File: config.mk
export PLATFORM = sky130hd
export DESIGN_NAME = mem_stage_unit
export DESIGN_NICKNAME = d
export VERILOG_FILES = /design/src/rtl/mem_stage_unit.sv
export SDC_FILE = /design/constraint.sdc
export NUM_CORES = 1
export LEC_CHECK = 0
export ABC_CLOCK_PERIOD_IN_PS = 5400
export BUFFER_PORTS_ARGS = -buffer_cell sky130_fd_sc_hd__clkbuf_2
export CORE_AREA = 2 2 134 136
export DETAILED_ROUTE_END_ITERATION = 6
export DIE_AREA = 0 0 136 138
export GPL_TIMING_DRIVEN = 0
export PLACE_DENSITY = 0.67
export RECOVER_POWER = 100
export SETUP_SLACK_MARGIN = 0.1
export SLEW_MARGIN = 20
export SYNTH_ARGS = -nofsm -noshare
export SYNTH_HDL_FRONTEND = slang
export SYNTH_SLANG_ARGS = --single-unit
File: constraint.sdc
create_clock -name clk -period 5.4 [get_ports clk]
set_clock_uncertainty 0.2 [all_clocks]
set_input_delay 0.27 -clock clk [delete_from_list [all_inputs] [get_ports clk]]
set_output_delay 0.27 -clock clk [all_outputs]
set_load 0.005 [all_outputs]
File: src/rtl/mem_stage_unit.sv
// mem_stage_unit: MEM pipeline stage. Resolves control flow from the EX/MEM fields, runs the
// data-memory req/gnt/rvalid handshake with a timeout, stalls upstream while an access is
// outstanding and registers the MEM/WB writeback.
`timescale 1ns / 1ps

module mem_stage_unit #(
    parameter int unsigned TIMEOUT = 64,
    parameter int unsigned CNT_W   = 7
) (
    input  logic        clk,
    input  logic        reset,
    input  logic [31:0] rs2,
    input  logic [31:0] immPc,
    input  logic [31:0] pcAdd4,
    input  logic [31:0] outAlu,
    input  logic [31:0] imm,
    input  logic [4:0]  rd,
    input  logic        EscReg,
    input  logic        EscMem,
    input  logic        lw,
    input  logic        jump,
    input  logic        jalr,
    input  logic        blt,
    input  logic        bge,
    output logic        dmem_req,
    output logic        dmem_we,
    output logic [31:0] dmem_addr,
    output logic [31:0] dmem_wdata,
    input  logic        dmem_gnt,
    input  logic        dmem_rvalid,
    input  logic [31:0] dmem_rdata,
    output logic        stall_o,
    output logic        flush_o,
    output logic        redirect_o,
    output logic [31:0] redirect_pc,
    output logic        wb_we,
    output logic [4:0]  wb_rd,
    output logic [31:0] wb_data,
    output logic        mem_err
);

    typedef enum logic [1:0] {StIdle, StReq, StWaitR} state_e;

    state_e             state_q, state_d;
    logic [CNT_W-1:0]   cnt_q, cnt_d;
    logic               mem_err_q, mem_err_d;
    logic               wb_we_q, wb_we_d;
    logic [4:0]         wb_rd_q, wb_rd_d;
    logic [31:0]        wb_data_q, wb_data_d;

    logic               mem_op, is_load, timeout_hit, taken;
    logic [31:0]        load_data;

    // A store takes precedence when both lw and EscMem are set.
    assign mem_op      = lw | EscMem;
    assign is_load     = lw & ~EscMem;
    assign timeout_hit = (cnt_q == CNT_W'(TIMEOUT - 1));

    assign dmem_we    = EscMem;
    assign dmem_addr  = outAlu;
    assign dmem_wdata = rs2;

    // Branch resolution; the redirect is suppressed while the stage is stalled.
    always_comb begin
        taken       = jump | jalr | (blt & outAlu[0]) | (bge & ~outAlu[0]);
        redirect_pc = jalr ? {outAlu[31:1], 1'b0} : immPc;
        redirect_o  = taken & ~stall_o;
        flush_o     = taken & ~stall_o;
    end

    // Memory handshake FSM and timeout counter next-state; stall_o drops in the completing cycle.
    always_comb begin
        state_d   = state_q;
        cnt_d     = cnt_q;
        mem_err_d = mem_err_q;
        dmem_req  = 1'b0;
        stall_o   = 1'b0;
        load_data = 32'h0;
        case (state_q)
            StIdle: begin
                if (mem_op) begin
                    dmem_req = 1'b1;
                    if (dmem_gnt) begin
                        if (is_load) begin
                            if (dmem_rvalid) begin
                                load_data = dmem_rdata;
                            end else begin
                                state_d = StWaitR;
                                cnt_d   = '0;
                                stall_o = 1'b1;
                            end
                        end
                    end else begin
                        state_d = StReq;
                        cnt_d   = '0;
                        stall_o = 1'b1;
                    end
                end
            end
            StReq: begin
                dmem_req = 1'b1;
                if (dmem_gnt) begin
                    if (!is_load) begin
                        state_d = StIdle;
                    end else if (dmem_rvalid) begin
                        load_data = dmem_rdata;
                        state_d   = StIdle;
                    end else begin
                        state_d = StWaitR;
                        cnt_d   = '0;
                        stall_o = 1'b1;
                    end
                end else if (timeout_hit) begin
                    // Abort: release the pipeline with zero load data and flag the error.
                    mem_err_d = 1'b1;
                    state_d   = StIdle;
                end else begin
                    cnt_d   = cnt_q + CNT_W'(1);
                    stall_o = 1'b1;
                end
            end
            StWaitR: begin
                if (dmem_rvalid) begin
                    load_data = dmem_rdata;
                    state_d   = StIdle;
                end else if (timeout_hit) begin
                    mem_err_d = 1'b1;
                    state_d   = StIdle;
                end else begin
                    cnt_d   = cnt_q + CNT_W'(1);
                    stall_o = 1'b1;
                end
            end
            default: state_d = StIdle;
        endcase
    end

    // Writeback next-state: wb_we is squashed while stalled, rd/data hold.
    always_comb begin
        wb_we_d   = 1'b0;
        wb_rd_d   = wb_rd_q;
        wb_data_d = wb_data_q;
        if (!stall_o) begin
            wb_we_d = EscReg & (rd != 5'd0);
            wb_rd_d = rd;
            if (is_load) begin
                wb_data_d = load_data;
            end else if (jump | jalr) begin
                wb_data_d = pcAdd4;
            end else if (!EscReg && !lw) begin
                // Nothing is written back here, so imm is carried through for observation.
                wb_data_d = imm;
            end else begin
                wb_data_d = outAlu;
            end
        end
    end

    // State, counter, sticky error and MEM/WB registers.
    always_ff @(posedge clk or posedge reset) begin
        if (reset) begin
            state_q   <= StIdle;
            cnt_q     <= '0;
            mem_err_q <= 1'b0;
            wb_we_q   <= 1'b0;
            wb_rd_q   <= 5'd0;
            wb_data_q <= 32'h0;
        end else begin
            state_q   <= state_d;
            cnt_q     <= cnt_d;
            mem_err_q <= mem_err_d;
            wb_we_q   <= wb_we_d;
            wb_rd_q   <= wb_rd_d;
            wb_data_q <= wb_data_d;
        end
    end

    assign wb_we   = wb_we_q;
    assign wb_rd   = wb_rd_q;
    assign wb_data = wb_data_q;
    assign mem_err = mem_err_q;

endmodule

==> impl_metrics.tcl <==
set metrics [dict create \
    outcome "complete, no violations" \
    async_flop_share_pct 100 \
    drt_iter0_markers 194 \
    setup_slack_ns 1.93 \
    cts_inserted_buffers 5 \
    grt_usage_pct 18.7 \
    dp_slack_ns 2.67 \
    r2r_cells 8 \
    routedLengthMet1_um 7650 \
    dieHeight_um 138 \
    syn-cell-area_mm2 0.00442 \
    cts_tree "built" \
    fin_crit_sh_pct 64.2 \
    drc_errors 0 \
    cts.sinks 48 \
    grt_max_degree 27 \
    drt_wl_total_um 18200 \
    p_sw_uw 777 \
    cap_violations 0 \
    initial_utilization_pct 25.2 \
    worst_skew_pair.late_latency_ns 0.30 \
    synth_cells 473 \
    min_path_type "in2reg" \
    io_pins 348 \
    clockPowerShare_pct 18.1 \
    rsz0062_at_grt "false" \
    min_path_cells 2 \
    grt_pass1_wl_um 26900 \
    gp_congestion 0.869 \
    tns_ns 0 \
    drive_gt1_share_pct 44.0 \
    power_leakage_nw 2.89 \
    critPathMaxFanout 10 \
    ys_seq_area_share_pct 27.2 \
    wl_met3_um 1130 \
    dr.max_layer_used "met4" \
    rr_startpoint "state_q[0]$_DFFE_PP0P_" \
    hold_viol 0 \
    vias 4834 \
    grt_overflow 0 \
    viasPerCell 4.71 \
    crit_type "reg2out" \
    cts_buffer_depth 2 \
    dp_hpwl_um 14800 \
    cp_num_buf_inv 5 \
    area_growth_pct 40.2 \
    combPwrFrac_pct 52.1 \
    synth_flop_cell "dfrtp_1" \
    drv_slew 0 \
    layout_common_cells "clkbuf_2, clkbuf_1, dfrtp_1" \
    crit_family "buffers and inverters" \
    critPathLaunchType "register" \
    ys_ff_latch 48 \
    crit_chain "inv_1 -> ha_1 -> clkbuf_1 -> nor2b_1 -> a22oi_1 -> a32oi_1 -> clkbuf_1 -> a21boi_0 -> buf_4 -> clkbuf_2" \
    worst_slew_pin_slew_ns 1.47 \
    hold_start "rd[1]" \
    swShare_pct 39.0 \
    yosysUniqueCellTypes 48 \
    die_w_um 136 \
    slowest_delay_ns 0.53 \
    irDropWorstVdd_mv 0.189 \
    numPortBuffers 312 \
    clkTransAtPathRegs_ns 0.07 \
    post_cts_resized 0 \
    drt_pre_antenna_iters 4 \
    seq_power_share_pct 29.8 \
    avgSynthCellArea_um2 9.34 \
    dr_wl_met2_um 9180 \
    dieArea_mm2 0.0188 \
    netlist.area_leader.share_pct 27.2 \
    wl_per_cell_um 17.8 \
    synth.largest_area_cell "dfrtp_1" \
    crit_required_ns 4.93 \
    synth_nets 686 \
    fin_nets 1010 \
    hold_end "wb_rd[1]$_DFFE_PP0N_" \
    r2r_slack_ns 2.46 \
    synth_edf_count 0 \
    pwr_density_cell_mw_per_mm2 322 \
    cts_max_level 2 \
    fin_crit_ns 3.47 \
    yosysWarnings 0 \
    crit_slowest_cell "clkbuf_1" \
    timing.rr.end "wb_data[27]$_DFFE_PP0N_" \
    p_int_mw 1.22 \
    cp.arrival_ns 3.00 \
    diodes 0 \
    netlist_top_cells_area "dfrtp_1, mux2_4, buf_4" \
    end_kind "output port" \
    grt_pass1_vias 4708 \
    max_freq_mhz 288 \
    layout_commonest_cell "clkbuf_2" \
    setup_viol 0 \
    rows 49 \
    final_antenna_net_count 0 \
    relSlewSlack_pct 2.29 \
    cts_root_buf "clkbuf_16" \
    antenna_found_initial 0 \
    core_mm2 0.0175 \
    path_common_cell "clkbuf_1" \
]
cell families (layout without fill, tap and decap cells):
family	count (synthesis)	after routing	share of synthesized area (%)
buffers and inverters	114	439	16.5
DFF	48	48	27.2
and+or+nand+nor	68	68	7.88
AOI/OAI and AO/OA	169	169	26.3
adders and majority gates	5	5	1.42
muxes	69	69	20.7
what timing repair did:
item	CTS	global route
setup buffers	0	0
hold buffers	4	0
endpoints found under the hold margin	25	0
power groups by stage:
stage,clock [mW],combinational [mW],sequential [mW]
2_1_floorplan,0,0.795,0.606
3_3_place_gp,0,1.26,0.603
3_5_place_dp,0,1.28,0.605
4_1_cts,0.379,1.29,0.604
5_1_grt,0.390,1.14,0.611
6_report,0.361,1.04,0.594
synth_stat cells (2+ instances only):
library cell   n
buf_4         66
dfrtp_1       48
mux2_4        37
nand2_1       36
o21ai_0       36
a211oi_1      33
o21a_1        33
o22ai_1       32
mux2_2        31
clkbuf_1      21
buf_2         13
inv_1          9
a21oi_1        8
nor2_1         7
nand2b_1       6
a31oi_1        5
buf_6          5
ha_1           5
a21boi_0       3
nor2b_1        3
or2_2          3
a21o_1         2
a31o_2         2
and3_1         2
o221a_2        2
o22a_1         2
o32ai_1        2
worst register-to-register path: stages, from the launching register on:
cell and delay (ns):
dfrtp_1 0.38, inv_1 0.09, ha_1 0.19, clkbuf_1 0.21, nor2b_1 0.17, a22oi_1 0.08, a32oi_1 0.50, clkbuf_1 0.60
mux2_1 0.40
final cells by class:
cell class                      count  area (um^2)
Inverter                            9         33.8
Timing Repair Buffer              317         1490
Multi-Input combinational cell    311         2360
Buffer                            105          663
Clock buffer                        6          129
Sequential cell                    48         1200
Tap cell                          229          287
Clock inverter                      2         35.0
Fill cell                        1940        11300
flip-flops by register name (all words and copies together), names as in the netlist:
| register | flops |
|---|---|
| cnt_q | 7 |
| mem_err | 1 |
| state_q | 2 |
| wb_data | 32 |
| wb_rd | 5 |
| wb_we | 1 |
metrics by stage:
stage          std cells  cell area, um^2  hold WS, ns  total power, mW  util, %
2_1_floorplan        473             4420        0.218             1.40        -
3_5_place_dp        1015             6280        0.129             1.88     35.8
3_3_place_gp        1014             6260        0.255             1.87     35.7
4_1_cts             1027             6490      0.00126             2.27     37.0
6_report            1027             6190       0.0199             1.99     35.3
5_1_grt             1027             6190       0.0199             2.14     35.3
per-layer routing:
layer,vias up,track usage [%]
met5,-,0
met4,0,4.88
met3,14,3.15
met2,233,32.5
met1,2264,23.8
li1,2323,-
how the worst max path moves through the flow:
stage,from,end,depth (start not counted)
global placement,state_q[0]$_DFFE_PP0P_,redirect_o,9
CTS,state_q[0]$_DFFE_PP0P_,redirect_o,10
detailed placement,state_q[0]$_DFFE_PP0P_,redirect_o,9
floorplan,state_q[0]$_DFFE_PP0P_,redirect_o,9
finish,state_q[0]$_DFFE_PP0P_,redirect_o,10
global route,state_q[0]$_DFFE_PP0P_,redirect_o,10
Note: power is estimated with default switching activity, not from simulation.
